**src/rtl/sm_mult_pkg.sv**
```systemverilog
// Shared types and constant helpers for the sequential sign-magnitude multiplier
// and its rounding/saturation output stage.
package sm_mult_pkg;

  typedef enum logic [1:0] {
    IDLE = 2'd0,
    CALC = 2'd1,
    DONE = 2'd2
  } state_t;

  // Magnitude width for an operand of the given total width (sign bit at MSB).
  function automatic int mag_width(input int width);
    return width - 1;
  endfunction

  // Half-LSB constant added before dropping 'frac' fraction bits (round half up).
  function automatic logic [63:0] round_const(input int frac);
    logic [63:0] rc;
    if (frac > 0) rc = 64'd1 << (frac - 1);
    else          rc = 64'd0;
    return rc;
  endfunction

endpackage

```
**src/rtl/sm_round_sat.sv**
```systemverilog
// Combinational round-half-up and saturate stage: full-precision sign-magnitude
// product in, operand-width Q-format result and saturation flag out.
module sm_round_sat
  import sm_mult_pkg::*;
#(
  parameter int WIDTH = 8,
  parameter int FRAC  = 4
) (
  input  logic [2*WIDTH-2:0] full,
  output logic [WIDTH-1:0]   out_q,
  output logic               out_sat
);

  localparam int M  = mag_width(WIDTH);
  localparam int SW = 2 * M + 1;
  localparam logic [SW-1:0] RND = SW'(round_const(FRAC));

  logic          sign;
  logic [2*M-1:0] mag;
  logic [SW-1:0] sum;
  logic [SW-1:0] r;
  logic [M-1:0]  r_clamped;

  // NOTE: every output of a combinational block is assigned on every path, so no latch is inferred.
  always_comb begin
    sign      = full[2*M];
    mag       = full[2*M-1:0];
    // One spare bit on the adder keeps the rounding carry from wrapping.
    sum       = {1'b0, mag} + RND;
    r         = sum >> FRAC;
    out_sat   = |r[SW-1:M];
    r_clamped = out_sat ? {M{1'b1}} : r[M-1:0];
    // A magnitude that rounds to zero never carries a sign.
    out_q     = {sign & (|r_clamped), r_clamped};
  end

endmodule

```
**src/rtl/sm_mult_seq.sv**
```systemverilog
// Multi-cycle radix-2 shift-add sign-magnitude multiplier with valid/ready
// handshakes, producing a full-precision and a rounded/saturated Q result.
module sm_mult_seq
  import sm_mult_pkg::*;
#(
  parameter int WIDTH = 8,
  parameter int FRAC  = 4
) (
  input  logic               clk,
  input  logic               rst,
  input  logic               in_valid,
  output logic               in_ready,
  input  logic [WIDTH-1:0]   a,
  input  logic [WIDTH-1:0]   b,
  output logic               out_valid,
  input  logic               out_ready,
  output logic [2*WIDTH-2:0] out_full,
  output logic [WIDTH-1:0]   out_q,
  output logic               out_sat
);

  localparam int M  = mag_width(WIDTH);
  localparam int PW = 2 * M;
  localparam int CW = $clog2(M + 1);

  state_t          state_q, state_d;
  logic            sign_r;
  logic [PW-1:0]   mcand_q;
  logic [M-1:0]    mplier_q;
  logic [PW-1:0]   acc_q;
  logic [CW-1:0]   cnt_q;

  logic            op_zero;
  logic            last_iter;
  logic [PW-1:0]   acc_next;
  logic            fin_sign;
  logic [WIDTH-1:0] rs_q;
  logic            rs_sat;

  always_comb begin
    op_zero   = (a[M-1:0] == '0) || (b[M-1:0] == '0);
    last_iter = (state_q == CALC) && (cnt_q == CW'(M - 1));
    acc_next  = mplier_q[0] ? (acc_q + mcand_q) : acc_q;
    fin_sign  = sign_r & (acc_next != '0);
  end

  sm_round_sat #(
    .WIDTH (WIDTH),
    .FRAC  (FRAC)
  ) u_round_sat (
    .full    ({fin_sign, acc_next}),
    .out_q   (rs_q),
    .out_sat (rs_sat)
  );

  // NOTE: sequential state uses non-blocking assignments so every flop samples pre-edge values.
  always_ff @(posedge clk) begin
    if (rst) state_q <= IDLE;
    else     state_q <= state_d;
  end

  always_comb begin
    state_d   = state_q;
    in_ready  = 1'b0;
    out_valid = 1'b0;
    case (state_q)
      IDLE: begin
        in_ready = 1'b1;
        if (in_valid) state_d = op_zero ? DONE : CALC;
      end
      CALC: begin
        if (last_iter) state_d = DONE;
      end
      DONE: begin
        out_valid = 1'b1;
        if (out_ready) state_d = IDLE;
      end
      default: state_d = IDLE;
    endcase
  end

  // Datapath; result registers load only on entry to DONE and otherwise hold.
  always_ff @(posedge clk) begin
    if (rst) begin
      sign_r   <= 1'b0;
      mcand_q  <= '0;
      mplier_q <= '0;
      acc_q    <= '0;
      cnt_q    <= '0;
      out_full <= '0;
      out_q    <= '0;
      out_sat  <= 1'b0;
    end else begin
      case (state_q)
        IDLE: begin
          if (in_valid) begin
            sign_r   <= a[M] ^ b[M];
            mcand_q  <= PW'(a[M-1:0]);
            mplier_q <= b[M-1:0];
            acc_q    <= '0;
            cnt_q    <= '0;
            if (op_zero) begin
              out_full <= '0;
              out_q    <= '0;
              out_sat  <= 1'b0;
            end
          end
        end
        CALC: begin
          acc_q    <= acc_next;
          mcand_q  <= mcand_q << 1;
          mplier_q <= mplier_q >> 1;
          cnt_q    <= cnt_q + CW'(1);
          if (last_iter) begin
            out_full <= {fin_sign, acc_next};
            out_q    <= rs_q;
            out_sat  <= rs_sat;
          end
        end
        default: ;
      endcase
    end
  end

endmodule

```
**config.mk**
```make
export PLATFORM = sky130hd
export DESIGN_NAME = sm_mult_seq
export DESIGN_NICKNAME = d
export VERILOG_FILES = /design/src/rtl/sm_mult_pkg.sv /design/src/rtl/sm_round_sat.sv /design/src/rtl/sm_mult_seq.sv
export SDC_FILE = /design/constraint.sdc
export NUM_CORES = 1
export LEC_CHECK = 0
export BUFFER_PORTS_ARGS = -buffer_cell sky130_fd_sc_hd__buf_2
export CELL_PAD_IN_SITES_DETAIL_PLACEMENT = 1
export CELL_PAD_IN_SITES_GLOBAL_PLACEMENT = 1
export CORE_MARGIN = 4
export CORE_UTILIZATION = 45
export DETAILED_ROUTE_END_ITERATION = 8
export PLACE_DENSITY = 0.93
export SYNTH_ARGS = -nofsm -noshare
export SYNTH_HDL_FRONTEND = slang
export SYNTH_SLANG_ARGS = --single-unit
```
**constraint.sdc**
```tcl
create_clock -name clk -period 4.6 [get_ports clk]
set_input_delay 0.23 -clock clk [delete_from_list [all_inputs] [get_ports clk]]
set_output_delay 0.23 -clock clk [all_outputs]
set_load 0.005 [all_outputs]
```
==> results.txt <==
status -> complete, no violations
GRT Total Usage -> 24.0%
root buf cell -> clkbuf_8
most frequent cell after synthesis -> dfxtp_1
Fin Clk Skew -> 0.0131 ns
Main synth FF type -> dfxtp_1
RSZ-0062 raised after global routing -> no
filler cell count -> 1002
maximum VDD drop -> 0.157 mV
Mapped Cells -> 475
initial antenna violation count -> 0
Worst-Skew Late Latency -> 0.36 ns
htree depth -> 3
die width -> 99.9 um
Req. time, crit path -> 4.81 ns
core region area -> 8220 um^2
Port Buffer Count -> 45
final period utilization -> 72.5%
DRC viols -> 0
Synth async-reset ratio -> 0%
Chip Height -> 99.9 um
routed via count -> 3756
register area share after synthesis -> 34.2%
Initial Util -> 46.2%
P per Cell Area -> 328 nW/um^2
wire per inst -> 19.1 um
Rows -> 33
synth top area cells -> dfxtp_1 34%, a21oi_1 7.0%, nor2_1 6.3%
reg2reg end -> out_q[7]
TritonCTS clock tree -> yes
Layout area overhead -> 12.9%
post-route setup slack -> 1.27 ns
Fin Setup TNS -> 0 ns
gp weighted congestion -> 0.948
leading cell types by count after synthesis -> 65 x dfxtp_1, 64 x nor2_1, 61 x nand2_1
EDFF count, synth -> 0
final WL -> 11700 um
vias in the first global route -> 3823
wire length of the first global-routing pass -> 19300 um
Synth Cell Area -> 3800 um^2
Clock Tree Buf Depth -> 2
min-delay src -> b[6]
setup repair bufs after CTS -> 0
Detailed Routing Iterations Pass 1 -> 4
fmax -> 300 MHz
Synth area leader -> dfxtp_1
antenna cells -> 0
DRT iter0 DRCs -> 215
clk sinks -> 65
Syn Area/Cell -> 8.00 um^2
Ys Warns -> 0
worst r2r src -> mcand_q[0]
crit path capture type -> register
clk slew on worst S/H paths -> 0.08 ns
total CTS buffers -> 9
max-cap viol count -> 0
crit-path max FO -> 6
Worst Path Arrival -> 3.54 ns
Hold Path Depth -> 3
Slew headroom -> 24.5%
HP Class -> in2reg
I/O Pins -> 46
crit path kind -> reg2reg
fin crit period -> 3.33 ns
worst r2r path cells -> 10
Tot Pwr -> 0.00141 W
Final Hold Vio Count -> 0
Leak -> 1.73 nW
CP Launch Type -> register
Layout Nets -> 541
post-CTS sizing -> 0
HPWL Detailed -> 7910 um
largest net degree at the start of global routing -> 61
fraction of layout cells with a size suffix above 1 -> 16.5%
Seq cells post-synth -> 65
gr ovfl total -> 0
antenna-violating nets left -> 0
pre-CTS setup slack -> 1.33 ns
Final Max Slew Viols -> 0
Synth top area share -> 34.2%
Setup violations, final -> 0
DR vias/cell -> 6.12
Die ar. -> 9980 um^2
Post-Syn Nets -> 512
distinct cell type count after synthesis -> 68
hold_buf cts -> 0
worst reg-to-reg setup slack -> 1.27 ns
Slew @ Worst Pin -> 1.13 ns
Hold Path End -> mplier_q[6]
[cell families (layout without fill, tap and decap cells)]
kind of cell / after synthesis / in the layout / share of synthesized area (%)
multiplexers: 7 / 7 / 1.88
AO/OA/AOI/OAI: 138 / 138 / 26.5
flip-flops: 65 / 65 / 34.2
buffers and inverters: 42 / 76 / 4.38
AND/OR/NAND/NOR: 198 / 198 / 25.0
XOR/XNOR: 8 / 8 / 2.21
adder cells (fa/ha/maj): 17 / 17 / 5.80
[routing by layer]
layer  vias to the layer above  global-route usage [%]  part of all wire, %
met4                         0                    9.14                  2.7
li1                       1793                       -                    -
met2                        84                    42.5                   51
met3                        32                    4.38                  4.0
met5                         -                       0                    0
met1                      1847                    28.8                   42
[worst max path at each step]
stage / cells past startpoint / slack [ns] / from / end
floorplan: 10 / 1.65 / mcand_q[0] / out_q[7]
global placement: 10 / 1.43 / mcand_q[0] / out_q[7]
detailed placement: 10 / 1.33 / mcand_q[0] / out_q[7]
CTS: 10 / 1.30 / mcand_q[0] / out_q[7]
global route: 12 / 0.98 / acc_q[0] / out_q[2]
finish: 10 / 1.27 / mcand_q[0] / out_q[7]
[through the flow]
stage	utilization, %	cell area, um^2	cells	hold slack (ns)
final	52.2	4290	614	0.121
after global routing	52.2	4290	614	0.136
after CTS	52.1	4280	613	0.115
after detailed placement	49.4	4060	597	0.455
after global placement	49.4	4060	597	0.440
after floorplan	-	3800	475	0.366
[sequential cells by signal, summed over array words and instances, names as in the netlist]
name and flops:
acc_q 14, cnt_q 3, mcand_q 14, mplier_q 7
out_full 15, out_q 8, out_sat 1, sign_r 1
state_q 2
[where the power goes]
part,total [W],switching [W],internal (W)
clock,0.000550,0.000231,0.000319
combinational,0.000254,0.000171,0.0000825
sequential,0.000605,0.0000205,0.000584
[placed cells by master (no fill, tap or decap), types with 3 or more instances in the layout]
cell type,n
nand3_1,22
a311oi_1,12
dfxtp_1,65
nand2_1,61
clkbuf_8,10
a31oi_1,5
a22oi_1,9
o211ai_1,5
nand4_1,4
or3_1,6
buf_4,4
nor2b_1,3
buf_2,45
a21o_1,5
nor3b_1,4
o2bb2ai_1,4
nand2b_1,6
nor2_1,64
inv_1,9
o21ai_0,6
xnor2_1,5
mux2i_1,6
a211oi_1,10
ha_1,16
nor3_1,10
a21oi_1,53
[critical path, cell delays in order, from the launching register on]
cell       delay [ns]
dfxtp_1          0.33
ha_1             0.26
fa_1             0.47
a211oi_2         0.31
o2111a_1         0.26
nor3_2           0.09
nor4_2           0.42
nor2_1           0.13
or4b_1           0.54
a2111oi_2        0.25
a221oi_1         0.13
[cell type report]
class,count,area (um^2),area share (%)
Clock inverter,5,78.8,1.84
Sequential cell,65,1300,30.3
Timing Repair Buffer,50,267,6.21
Multi-Input combinational cell,368,2330,54.4
Inverter,10,37.5,0.875
Clock buffer,11,141,3.29
Tap cell,105,131,3.06
(Power assumes the default switching activity.)
